## src/rtl/sequenciador_acesso_memoria.sv

```systemverilog
// Memory-stage access sequencer: splits 32-bit word loads/stores into two
// 16-bit halfword accesses towards MemDados and assembles/sign-extends load results.
module sequenciador_acesso_memoria #(
  parameter int LARGURA_END = 32
) (
  input  logic                   clock,
  input  logic                   reset,
  input  logic                   req_valido,
  input  logic                   req_escrita,
  input  logic                   req_palavra,
  input  logic [LARGURA_END-1:0] req_endereco,
  input  logic [31:0]            req_dado,
  output logic                   req_pronto,
  output logic                   ocupado,
  output logic                   resp_valido,
  output logic [31:0]            resp_dado,
  output logic                   erro_alinhamento,
  output logic [LARGURA_END-1:0] mem_endereco,
  output logic [31:0]            mem_valor,
  output logic                   mem_escrita,
  output logic                   mem_leitura,
  input  logic [31:0]            mem_dado
);

  typedef enum logic [2:0] {OCIOSO, BAIXA, ALTA, FIM, ERRO} estado_t;

  estado_t                estado_q, estado_d;
  logic                   escrita_q, escrita_d;
  logic                   palavra_q, palavra_d;
  logic [LARGURA_END-1:0] end_q, end_d;
  logic [31:0]            dado_q, dado_d;
  logic [15:0]            parte_baixa_q, parte_baixa_d;
  logic [15:0]            parte_alta_q, parte_alta_d;
  logic                   desalinhado;
  logic                   unused_mem_dado_alto;

  // The memory sign-extends halfwords itself; only the low 16 bits carry data.
  assign unused_mem_dado_alto = ^mem_dado[31:16];

  assign desalinhado = req_palavra ? (req_endereco[1:0] != 2'b00) : req_endereco[0];

  always_ff @(posedge clock or posedge reset) begin
    if (reset) begin
      estado_q      <= OCIOSO;
      escrita_q     <= 1'b0;
      palavra_q     <= 1'b0;
      end_q         <= '0;
      dado_q        <= '0;
      parte_baixa_q <= '0;
      parte_alta_q  <= '0;
    end else begin
      estado_q      <= estado_d;
      escrita_q     <= escrita_d;
      palavra_q     <= palavra_d;
      end_q         <= end_d;
      dado_q        <= dado_d;
      parte_baixa_q <= parte_baixa_d;
      parte_alta_q  <= parte_alta_d;
    end
  end

  always_comb begin
    estado_d      = estado_q;
    escrita_d     = escrita_q;
    palavra_d     = palavra_q;
    end_d         = end_q;
    dado_d        = dado_q;
    parte_baixa_d = parte_baixa_q;
    parte_alta_d  = parte_alta_q;
    case (estado_q)
      OCIOSO: begin
        if (req_valido) begin
          escrita_d = req_escrita;
          palavra_d = req_palavra;
          end_d     = req_endereco;
          dado_d    = req_dado;
          estado_d  = desalinhado ? ERRO : BAIXA;
        end
      end
      BAIXA: begin
        if (!escrita_q) parte_baixa_d = mem_dado[15:0];
        estado_d = palavra_q ? ALTA : FIM;
      end
      ALTA: begin
        if (!escrita_q) parte_alta_d = mem_dado[15:0];
        estado_d = FIM;
      end
      FIM:     estado_d = OCIOSO;
      ERRO:    estado_d = OCIOSO;
      default: estado_d = OCIOSO;
    endcase
  end

  // Outputs decode registered state only, so mem_escrita stays glitch-free
  // across the whole cycle for the negedge-writing memory.
  always_comb begin
    req_pronto       = 1'b0;
    ocupado          = 1'b1;
    resp_valido      = 1'b0;
    resp_dado        = '0;
    erro_alinhamento = 1'b0;
    mem_endereco     = '0;
    mem_valor        = '0;
    mem_escrita      = 1'b0;
    mem_leitura      = 1'b0;
    case (estado_q)
      OCIOSO: begin
        req_pronto = 1'b1;
        ocupado    = 1'b0;
      end
      BAIXA: begin
        mem_endereco = end_q;
        mem_escrita  = escrita_q;
        mem_leitura  = !escrita_q;
        if (escrita_q) mem_valor = {16'h0, dado_q[15:0]};
      end
      ALTA: begin
        mem_endereco = end_q + LARGURA_END'(2);
        mem_escrita  = escrita_q;
        mem_leitura  = !escrita_q;
        if (escrita_q) mem_valor = {16'h0, dado_q[31:16]};
      end
      FIM: begin
        resp_valido = 1'b1;
        if (!escrita_q) begin
          if (palavra_q) resp_dado = {parte_alta_q, parte_baixa_q};
          else           resp_dado = {{16{parte_baixa_q[15]}}, parte_baixa_q};
        end
      end
      ERRO: begin
        resp_valido      = 1'b1;
        erro_alinhamento = 1'b1;
      end
      default: ;
    endcase
  end

endmodule
```

## config.mk

```make
export PLATFORM = sky130hd
export DESIGN_NAME = sequenciador_acesso_memoria
export DESIGN_NICKNAME = d
export VERILOG_FILES = /design/src/rtl/sequenciador_acesso_memoria.sv
export SDC_FILE = /design/constraint.sdc
export NUM_CORES = 1
export LEC_CHECK = 0
export CAP_MARGIN = 20
export CELL_PAD_IN_SITES_DETAIL_PLACEMENT = 1
export CELL_PAD_IN_SITES_GLOBAL_PLACEMENT = 1
export CORE_ASPECT_RATIO = 1.4
export CORE_UTILIZATION = 34
export CTS_CLUSTER_DIAMETER = 80
export DETAILED_ROUTE_END_ITERATION = 10
export GPL_ROUTABILITY_DRIVEN = 1
export PLACE_DENSITY = 0.84
export SKIP_LAST_GASP = 1
export SYNTH_ARGS = -nofsm -noshare
export SYNTH_HDL_FRONTEND = slang
export SYNTH_SLANG_ARGS = --single-unit
```

## constraint.sdc

```tcl
create_clock -name clock -period 3.88 [get_ports clock]
set_input_delay 0.776 -clock clock [delete_from_list [all_inputs] [get_ports clock]]
set_output_delay 0.776 -clock clock [all_outputs]
set_load 0.005 [all_outputs]
```

==> reports/metrics.yaml <==
cells_and_area:
  regArea_sq_um: 2530
  diodes: 0
  fillers: 1728
  fin_util_pct: 48.5
  multi_input_area_sq_um: 2710
  drive_above_1_share_pct: 20.3
  area_growth_pct: 38.3
  fin_cells: 872
  fin_nets: 773
setup_path:
  crit-reg2reg-launch: "estado_q[2]$_DFFE_PP0P_"
  worst-path-buf-inv: 1
  path_cells: "or3b_2, nor2_1, or4b_1, nand3_1, clkdlybuf4s50_1"
  end_kind: "primary output"
  cpPeakStageDelay_ns: 0.79
  cp_top_family: "simple AND/OR/NAND/NOR gates"
  critical_path_depth: 5
  r2r_end: "parte_baixa_q[1]$_DFFE_PP0P_"
  startpoint_type: "register"
  required_ns: 3.10
  r2r_cells: 3
  r2r_slack_ns: 1.42
  crit_start: "estado_q[2]$_DFFE_PP0P_"
  critical_path.max_fanout: 25
  crit_path_end: "mem_endereco[30]"
  cp_slowest_cell: "or3b_2"
  arrival_ns: 2.90
  crit_type: "register to primary output"
sta:
  finalMaxSlewViolations: 0
  tns_ns: 0
  setup_viol_count_final: 0
  period_share_pct: 94.7
  finalCriticalPeriod_ns: 3.67
  tightest_slew_ns: 0.900
  worst_clock_skew_ns: 0.00596
  final.setup.worst_slack_ns: 0.206
  hold_viol_final: 0
  rsz0062_at_grt: "no"
  clock.fmax_ghz: 0.272
  relSlewSlack_pct: 39.9
routing:
  drtPass1Iterations: 5
  viasPerCell: 5.37
  postRouteAntennaNets: 0
  drt_iter0_drc: 123
  route.vias.total: 4680
  avgRoutedWirePerCell_um: 18.6
  drc: 0
  totalWireLength_mm: 16.2
logic_synthesis:
  yosysUniqueCellTypes: 52
  ys.flop_type: "dfrtp_1"
  synthArstFlopShare_pct: 100
  yosysMostFrequentCell: "dfrtp_1"
  postSynthAreaPerCell_sq_um: 10.5
  ys_ff_latch: 101
  synth_common_cells: "101 x dfrtp_1, 96 x mux2_2, 47 x nand2_1, 26 x a21oi_1"
  synthCells: 522
  yosysTopAreaCellShare_pct: 46.0
  synth.largest_area_cell: "dfrtp_1"
  ys.warnings.count: 0
  synth_area_sq_um: 5500
  synth_edf_count: 0
  ys_top_cells_by_area: "dfrtp_1 46%, mux2_2 20%, nand2_1 3.2%"
  synth_seq_area_share_pct: 46.0
pwr:
  cellPowerDensity_nw_per_um2: 760
  p_leak_uw: 0.00295
  ir_drop_uv: 287
floorplan:
  io_pins: 203
  coreArea_sq_um: 15700
  die_y_um: 152
  die_w_um: 109
  placementRows: 54
  die_area_sq_um: 16700
  initial_core_util_pct: 35.1
place:
  port_buffers: 170
  placedCellCount: 856
  gp_congestion: 0.823
  dp_hpwl_mm: 12.0
  dp_slack_ns: 0.553
min_path:
  min_from: "parte_baixa_q[10]$_DFFE_PP0P_"
  hold-path-cell-count: 1
  hold_class: "register to register"
job:
  drv_cap: 0
grt:
  grt_max_degree: 68
  grt_pass1_vias: 5009
  grt_pass1_wl_mm: 25.7
  grt_use_total_pct: 20.0
  grt_overflow: 0
  antenna_found_initial: 0
cts:
  cts_tree: "yes"
  hold_buffers: 0
  htreeDepth: 3
  cts_buffer_depth: 2
  postCtsSetupRepairBufs: 0
  root_buffer: "clkbuf_16"
  path_clk_slew_ns: 0.07
  numCtsBuffers: 9
  clkLatencyLatePin_ns: 0.35
  cts-resized-gates: 0
  clkSinkCount: 101
run_status:
  status: "finished clean"
[state kept, by name, summed over array words and instances (netlist names)]
signal	flops
parte_alta_q	16
dado_q	32
parte_baixa_q	16
estado_q	3
escrita_q	1
palavra_q	1
end_q	32
[cell families after synthesis]
| kind of cell | share of synthesized area (%) |
|---|---|
| AOI/OAI and AO/OA | 12.4 |
| DFF | 46.0 |
| and+or+nand+nor | 15.6 |
| buffers and inverters | 6.10 |
| adders and majority gates | 0.227 |
| other | 0.0682 |
| muxes | 19.7 |
[metal layers]
layer  global-route usage [%]  routed length (um)
met5                        0                   0
met4                     8.25                 434
met3                     3.81                 887
met2                     35.5                8720
met1                     22.9                6190
[cells in the final DEF, fill, tap and decap left out, types with 6 or more instances in the layout]
master           netlist  final
nand3_1               14     14
and2_1                20     19
a22oi_1               16     16
o21ai_0               22     22
buf_4                 20     10
clkdlybuf4s50_1        0    170
and4_1                 9      9
a31oi_1               15     15
inv_1                  7      6
dfrtp_1              101    101
nand2_1               47     47
nor2b_1               17     17
clkbuf_16              0      9
a21oi_1               26     26
nor2_1                 7      7
nand4_1                9      9
conb_1                 1     16
mux2_2                96     96
[worst min path at each step]
stage,slack (ns),to
final,0.50,parte_baixa_q[10]$_DFFE_PP0P_
after global routing,0.53,dado_q[14]$_DFFE_PP0P_
after CTS,0.50,parte_baixa_q[10]$_DFFE_PP0P_
after detailed placement,0.49,parte_baixa_q[10]$_DFFE_PP0P_
after global placement,0.48,parte_baixa_q[7]$_DFFE_PP0P_
after floorplan,0.47,parte_baixa_q[0]$_DFFE_PP0P_
[per-stage QoR]
step	hold WS (ns)	total power (uW)	area [sq um]
global placement	0.483	4740	7300
floorplan	0.472	3620	5560
finish	0.500	5780	7610
detailed placement	0.489	4910	7300
global route	0.525	6180	7610
CTS	0.504	5850	7610
[area by class of cell]
type,instances,area share (%)
Multi-Input combinational cell,371,35.6
Clock inverter,6,0.954
Timing Repair Buffer,181,23.6
Inverter,7,0.378
Sequential cell,101,33.2
Tap cell,196,3.22
Clock buffer,10,3.01
[worst reg2reg max path: stages (launching register included)]
cell     delay (ns)
dfrtp_1        0.49
or3b_2         0.68
nor2_2         0.74
mux2_2         0.43
[report_power, final]
part           total [uW]  internal, uW  leakage (uW)  switching, uW
Combinational        2810          1580       0.00162           1230
Clock                 911           506      0.000137            405
Sequential           2060          1600       0.00119            468
(Power assumes the default switching activity.)
